## config.mk

```make
export PLATFORM = sky130hd
export DESIGN_NAME = pci_bus_arbiter
export DESIGN_NICKNAME = d
export VERILOG_FILES = /design/src/rtl/pci_bus_arbiter.sv
export SDC_FILE = /design/constraint.sdc
export NUM_CORES = 1
export LEC_CHECK = 0
export ABC_AREA = 0
export BUFFER_PORTS_ARGS = -buffer_cell sky130_fd_sc_hd__buf_2
export CELL_PAD_IN_SITES_DETAIL_PLACEMENT = 2
export CELL_PAD_IN_SITES_GLOBAL_PLACEMENT = 2
export CORE_MARGIN = 1
export CORE_UTILIZATION = 29
export DETAILED_ROUTE_END_ITERATION = 6
export HOLD_SLACK_MARGIN = 0.12
export PLACE_DENSITY = 0.71
export SYNTH_ARGS = -nofsm -noshare
export SYNTH_HDL_FRONTEND = slang
export SYNTH_SLANG_ARGS = --single-unit
```

## constraint.sdc

```tcl
create_clock -name Clock -period 2.45 [get_ports Clock]
set_clock_uncertainty 0.05 [all_clocks]
set_input_delay 0 -clock Clock [delete_from_list [all_inputs] [get_ports Clock]]
set_output_delay 0 -clock Clock [all_outputs]
set_load 0.01 [all_outputs]
```

## src/rtl/pci_bus_arbiter.sv

```systemverilog
// Central PCI bus arbiter: rotating-priority grant of the shared bus among
// N_MASTERS active-low Req/Gnt pairs. Watches Frame/Irdy for idle and end of
// transaction, parks the bus on PARK_MASTER when nobody asks, and takes a
// grant back (with a one-cycle Timeout pulse) if the bus stays idle too long.
module pci_bus_arbiter #(
    parameter int N_MASTERS    = 4,
    parameter int IDLE_TIMEOUT = 16,
    parameter int PARK_MASTER  = 0
) (
    input  logic                 Clock,
    input  logic                 RST,
    input  logic [N_MASTERS-1:0] Req,
    input  logic                 Frame,
    input  logic                 Irdy,
    output logic [N_MASTERS-1:0] Gnt,
    output logic [2:0]           BusOwner,
    output logic                 BusIdle,
    output logic                 Timeout
);

    localparam int IW = (N_MASTERS > 2) ? $clog2(N_MASTERS) : 1;
    localparam int TW = (IDLE_TIMEOUT > 2) ? $clog2(IDLE_TIMEOUT) : 1;

    localparam logic [TW-1:0]        TIMER_MAX = TW'(IDLE_TIMEOUT - 1);
    localparam logic [IW-1:0]        PARK_IDX  = IW'(PARK_MASTER);
    localparam logic [IW-1:0]        LAST_IDX  = IW'(N_MASTERS - 1);
    localparam logic [N_MASTERS-1:0] ALL_HIGH  = '1;

    // GAP: one dead cycle with every grant high, used between different owners.
    // PARK: nobody asked, bus handed to PARK_MASTER.
    // GRANT: owner may start; idle time is being counted.
    // BUSY: a transaction is on the bus.
    typedef enum logic [1:0] {
        ST_GAP,
        ST_PARK,
        ST_GRANT,
        ST_BUSY
    } state_t;

    state_t                 state_q, state_d;
    logic [N_MASTERS-1:0]   gnt_q, gnt_d;
    logic [IW-1:0]          owner_q, owner_d;
    logic [TW-1:0]          timer_q, timer_d;
    logic                   timeout_q, timeout_d;

    logic [N_MASTERS-1:0]   req_act;
    logic [2*N_MASTERS-1:0] req_dbl;
    logic [N_MASTERS-1:0]   rotated;
    logic [IW:0]            shift_amt;
    logic [IW-1:0]          offset;
    logic [IW+1:0]          win_sum;
    logic [IW-1:0]          winner;

    logic [N_MASTERS-1:0]   owner_mask;
    logic                   any_req;
    logic                   owner_req;
    logic                   others_req;
    logic                   owner_gnt;
    logic                   keep_gnt;

    assign BusIdle  = Frame & Irdy;
    assign Gnt      = gnt_q;
    assign BusOwner = 3'(owner_q);
    assign Timeout  = timeout_q;

    // Round-robin winner: first active request after the current owner, owner last.
    always_comb begin
        // NOTE: every variable gets a default before any branch so no latch is inferred.
        req_act   = ~Req;
        req_dbl   = {req_act, req_act};
        shift_amt = {1'b0, owner_q} + (IW + 1)'(1);
        rotated   = N_MASTERS'(req_dbl >> shift_amt);
        offset    = '0;
        for (int k = N_MASTERS - 1; k >= 0; k--) begin
            if (rotated[k]) begin
                offset = IW'(k);
            end
        end
        win_sum = (IW + 2)'(shift_amt) + (IW + 2)'(offset);
        if (win_sum >= (IW + 2)'(N_MASTERS)) begin
            win_sum = win_sum - (IW + 2)'(N_MASTERS);
        end
        winner = win_sum[IW-1:0];
    end

    // Request/grant summaries relative to the current owner.
    always_comb begin
        owner_mask = N_MASTERS'(1) << owner_q;
        any_req    = |req_act;
        owner_req  = |(req_act & owner_mask);
        others_req = |(req_act & ~owner_mask);
        owner_gnt  = |(~gnt_q & owner_mask);
        keep_gnt   = owner_gnt & owner_req & ~others_req;
    end

    // Next-state, next-grant, owner, idle timer and timeout pulse.
    always_comb begin
        state_d   = state_q;
        gnt_d     = gnt_q;
        owner_d   = owner_q;
        timer_d   = timer_q;
        timeout_d = 1'b0;

        unique case (state_q)
            ST_GAP: begin
                timer_d = '0;
                if (any_req) begin
                    state_d = ST_GRANT;
                    owner_d = winner;
                    gnt_d   = ~(N_MASTERS'(1) << winner);
                end else begin
                    state_d = ST_PARK;
                    owner_d = PARK_IDX;
                    gnt_d   = ~(N_MASTERS'(1) << PARK_IDX);
                end
            end

            ST_PARK: begin
                timer_d = '0;
                if (!BusIdle) begin
                    // Parked master started without asking.
                    state_d = ST_BUSY;
                end else if (any_req && winner == PARK_IDX) begin
                    // Park master is the only requester: keep its grant, no gap.
                    state_d = ST_GRANT;
                end else if (any_req) begin
                    state_d = ST_GAP;
                    gnt_d   = ALL_HIGH;
                end
            end

            ST_GRANT: begin
                if (!Frame) begin
                    state_d = ST_BUSY;
                    timer_d = '0;
                end else if (!owner_req) begin
                    state_d = ST_GAP;
                    gnt_d   = ALL_HIGH;
                    timer_d = '0;
                end else if (timer_q == TIMER_MAX) begin
                    // Unused grant: revoke it. Owner is kept so it ranks last next time.
                    state_d   = ST_GAP;
                    gnt_d     = ALL_HIGH;
                    timer_d   = '0;
                    timeout_d = 1'b1;
                end else if (BusIdle) begin
                    timer_d = timer_q + TW'(1);
                end
            end

            ST_BUSY: begin
                timer_d = '0;
                if (BusIdle) begin
                    state_d = keep_gnt ? ST_GRANT : ST_GAP;
                    gnt_d   = keep_gnt ? gnt_q : ALL_HIGH;
                end else if (!keep_gnt) begin
                    // Someone else is waiting: release now, once released stay released.
                    gnt_d = ALL_HIGH;
                end
            end

            default: begin
                state_d = ST_GAP;
                gnt_d   = ALL_HIGH;
                timer_d = '0;
            end
        endcase
    end

    // State and registered outputs; reset releases every grant immediately.
    always_ff @(posedge Clock or posedge RST) begin
        if (RST) begin
            state_q   <= ST_GAP;
            gnt_q     <= ALL_HIGH;
            owner_q   <= LAST_IDX;
            timer_q   <= '0;
            timeout_q <= 1'b0;
        end else begin
            // NOTE: non-blocking assignments so every register samples pre-edge values.
            state_q   <= state_d;
            gnt_q     <= gnt_d;
            owner_q   <= owner_d;
            timer_q   <= timer_d;
            timeout_q <= timeout_d;
        end
    end

endmodule

```

Yosys cells after proc, flatten, opt, wreduce, memory -nomap -nowiden
Index checks and enable logic that the tools add are counted.

Logic and storage cells: 82. Output and inout port bits: 9. Bits of input ports: 8. Register bits after elaboration: 13.

Equal/unequal tests: 14. Order comparisons: 1. Mux-type cells: 34. Add/subtract/negate cells: 4. Shift-type cells: 3. Reductions and logical operators: 10. Bitwise operators: 11.

Operators by type and width (number): $mux 4 (12); $mux 2 (15); $not 4->4 (4); $pmux 4 s4 (1); $reduce_or 4->1 (4); $and 4x4->4 (3); $ne 2x2->1 const B (6); $ne 4x4->1 const B (2); $pmux 2 s4 (1); $pmux 4 s2 (1); $shl 1x2->4 const A (2); $shr 8x3->4 (1); $reduce_and 6->1 (1); $ne 5x5->1 const B (1); $add 3x2->4 (1); $add 4x1->4 const B (1); $eq 2x2->1 const B (2); $eq 4x4->1 const B (1); $ge 4x3->1 const B (1); $logic_not 2->1 (2); $mux 1 (4); $add 2x1->3 const B (1); $and 1x1->1 (3); $ne 3x3->1 const B (1); 6 further kinds (6).

Depth between registers and ports, before layout
Depth after elaboration: 14. Gate-level depth with buffers: 10. Depth with buffers taken out: 9.

Worst setup path after synthesis
No wires, ideal clock.

Path type: register to register. From: register owner_q[0]. To: register gnt_q[1], in the netlist Gnt[1]. Library setup time: 0.082 ns. Arrival time: 2.238 ns. Required time: 2.318 ns. Cell stages (with the launch flop): 10. Path buffers: 1. Path slack: 0.080 ns. Period minus slack after synthesis: 2.370 ns. Cell sequence: dfstp_2 -> buf_6 -> or2b_1 -> mux2_2 -> o21ai_0 -> a21oi_1 -> ha_1 -> a31oi_1 -> o2111ai_1 -> a22oi_1.

Longest elaborated chain between the ends: 13. Elaborated cells between the ends (all ways): 33. Classes of those cells: add/sub: 3; order compare: 1; eq/ne: 3; shift: 3; mux: 9; bitwise: 8; reduce/logical: 6.

RTL lines: start, declared (line 42) `logic [IW-1:0] owner_q, owner_d;`; start signal, assigned (line 182) `owner_q <= owner_d;`; $add 2x1->3 (line 71) `shift_amt = {1'b0, owner_q} + (IW + 1)'(1);`; $shr 8x3->4 (line 72) `rotated = N_MASTERS'(req_dbl >> shift_amt);`; $mux 2 (4 in series) (line 75) `if (rotated[k]) begin`; $add 3x2->4 (line 79) `win_sum = (IW + 2)'(shift_amt) + (IW + 2)'(offset);`; $ge 4x3->1 or $sub 2x1->2 (tied branches) (line 80, 81); $mux 2 (line 80) `if (win_sum >= (IW + 2)'(N_MASTERS)) begin`; $logic_not 2->1 or $shl 1x2->4 (tied branches) (line 123, 110); $logic_and 1x1->1 or $not 4->4 (tied branches) (line 123, 110); $ne 2x2->1 (no source line) or $mux 4 (tied branches); $reduce_and 6->1 (no source line) or $pmux 4 s4 (tied branches); end signal, assigned (line 181) `gnt_q <= gnt_d;`; end, declared (line 41) `logic [N_MASTERS-1:0] gnt_q, gnt_d;`.

Parallel ways exist; a longest one is shown, timed or not. The select of a mux whose other input is x is not followed. A chain may end at the register's enable or synchronous reset.

Worst setup path in the final report
Ends and elaborated chain as after synthesis.

==> flow_summary.toml <==
[global_route]
grtUsageTotal = 0.162
grt_first_pass_wirelength_um = 4330
antenna_found_initial = 0
grt_overflow = 0
grt_pass1_vias = 892
grt_max_degree = 14

[drt]
dr.pass1.iters = 4
wire_per_inst_um = 14.5
via_per_inst = 5.03
drc_errors = 0
wirelength_um = 2580
drt_iter0_markers = 23
via_count = 895
route.antenna.remaining_nets = 0

[die]
dieArea_um2 = 3630
core_region_area_um2 = 3130
die_w_um = 60.3
initial_core_util = 0.315
ioPinCount = 17
row_count = 20
die_h_um = 60.3

[timing]
finalHoldWorstSlack_ps = 225
fin_tns_setup_ps = 0
tightest_slew_ps = 515
drv_slew = 0
period_share = 0.946
hold_viol = 0
relSlewSlack = 0.656
setup_viol = 0
min_period_ps = 2320
fmax_mhz = 431

[clocking]
insertion_delay_ps = 270
cts.sinks = 13
numCtsBuffers = 3
cts.path.max_buffers = 2
clk_pin_slew_worst_paths_ps = 80
htree_levels = 1
tritoncts = "yes"
root_buffer = "clkbuf_4"

[setup_path]
cp.arrival_ps = 2460
r2r_start = "owner_q[0]$_DFFE_PP1N_"
crit_start = "owner_q[0]$_DFFE_PP1N_"
timing.rr.end = "Gnt[1]$_DFFE_PP1P_"
crit_path_start_kind = "flop"
rrSetupSlack_ps = 130
cp_max_fo = 5
end_kind = "flop"
worstPathRequired_ps = 2590
critPathCapture = "Gnt[1]$_DFFE_PP1P_"
r2r_cells = 8
crit_type = "flop to flop"

[yosys]
synth_edf_count = 0
syn_area_per_cell_um2 = 8.64
seq_area_frac_synth = 0.338
synth_cell_type_count = 49
synth-seq-cells = 13
syn-num-nets = 124
yosysWarnings = 0
synthCells = 114
yosys.area.top_type_share = 0.178
yosysTopAreaCell = "dfrtp_1"
async_flop_share = 1.00
syn_area_um2 = 985
synth_ff_type = "dfrtp_1"
synth.area.top_cells = "dfrtp_1, dfstp_2, inv_1"
synth_common_cells = "inv_1, nand2_1, nor2_1"

[place]
dpl.hpwl_um = 1960
place_inst = 167
portBuffers = 15
gp_congestion = 0.737

[layout]
postLayoutCoreUtil = 0.380
drive_gt1_frac = 0.291
nNetsFinal = 145
fin_cells = 178
syn_to_final_growth_pct = 20.8
n_antenna_cell = 0

[job]
maxCapViolCount = 0

[outcome]
status = "complete, no violations"

[pwr]
power.leakage_nw = 0.532
p_total_w = 0.00108
worst_ir_drop_vdd_v = 0.000377
power_density_nw_per_um2 = 909

[hold_path]
hp-class = "input port to flop"
-- critical path: stages, from the launching register on --
cell	delay, ps
dfstp_2	560
or2b_1	250
mux2_2	260
o21ai_1	120
a21oi_1	60
ha_1	310
a31oi_2	190
o2111ai_2	210
a22oi_1	240
-- final cells by class --
cell class	count	area, um2
clock buffers	3	22.5
repair buffers	25	165
well taps	44	55.1
multi-input cells	81	568
fillers	359	1940
flip-flops and latches	13	333
inverters	11	41.3
clock inverters	1	5.00
-- layout by cell type, fill, tap and decap left out, types with 3 or more instances in the layout --
| master | instances |
|---|---|
| nand2_1 | 11 |
| inv_1 | 11 |
| a21oi_1 | 6 |
| dfstp_2 | 6 |
| buf_4 | 4 |
| buf_2 | 15 |
| dlygate4sd3_1 | 6 |
| nor2_1 | 9 |
| o21ai_0 | 7 |
| a21boi_0 | 3 |
| clkbuf_4 | 3 |
| dfrtp_1 | 7 |
-- report_power, final --
part	internal, W	switching (W)	total, W
Clock	0.0000604	0.0000716	0.000132
Combinational	0.000283	0.000284	0.000567
Sequential	0.000294	0.0000885	0.000383
-- logic make-up (layout without fill, tap and decap cells) --
| kind of cell | count (synthesis) | in the layout | synth area share |
|---|---|---|---|
| DFF | 13 | 13 | 0.338 |
| other | 1 | 1 | 0.00381 |
| buffers and inverters | 20 | 40 | 0.0978 |
| xor gates and xnor gates | 3 | 3 | 0.0267 |
| and+or+nand+nor | 37 | 37 | 0.197 |
| AOI/OAI and AO/OA | 34 | 34 | 0.240 |
| adders and majority gates | 2 | 2 | 0.0254 |
| muxes | 4 | 4 | 0.0712 |
-- flip-flops by register name, summed over array words and instances (netlist names) --
| name | count |
|---|---|
| owner_q | 2 |
| Timeout | 1 |
| state_q | 2 |
| timer_q | 4 |
| Gnt | 4 |
-- metal layers --
metal  up-vias  GRT usage  wire [um]
met1       436      0.244       1410
met5         -          0          0
met3         0     0.0476         91
met4         0     0.0199          0
li1        445          -          -
met2        14      0.229       1080
-- through the flow --
step	worst slack [ps]	instance area, um2
final	132	1190
after global routing	-4.40	1190
after CTS	17.5	1180
after detailed placement	39.1	1080
after global placement	120	1080
after floorplan	80.0	985
-- worst min path at each step --
stage	from	to	slack, ps	depth (start not counted)
after detailed placement	RST	timer_q[2]$_DFFE_PP0P_	20	2
after floorplan	RST	Timeout$_DFF_PP0_	-180	1
after global placement	RST	timer_q[2]$_DFFE_PP0P_	9	2
after global routing	Req[0]	Gnt[2]$_DFFE_PP1P_	250	5
final	Req[0]	Gnt[2]$_DFFE_PP1P_	230	5
after CTS	Req[0]	Gnt[2]$_DFFE_PP1P_	220	5
-- repair_timing --
action / CTS / global route
hold buffers: 6 / 0
setup buffers: 0 / 1
hold endpoints to repair: 17 / 0
resized for setup: 1 / 2
setup endpoints to repair: 1 / 5
pin swaps: 0 / 0
(Power assumes the default switching activity.)
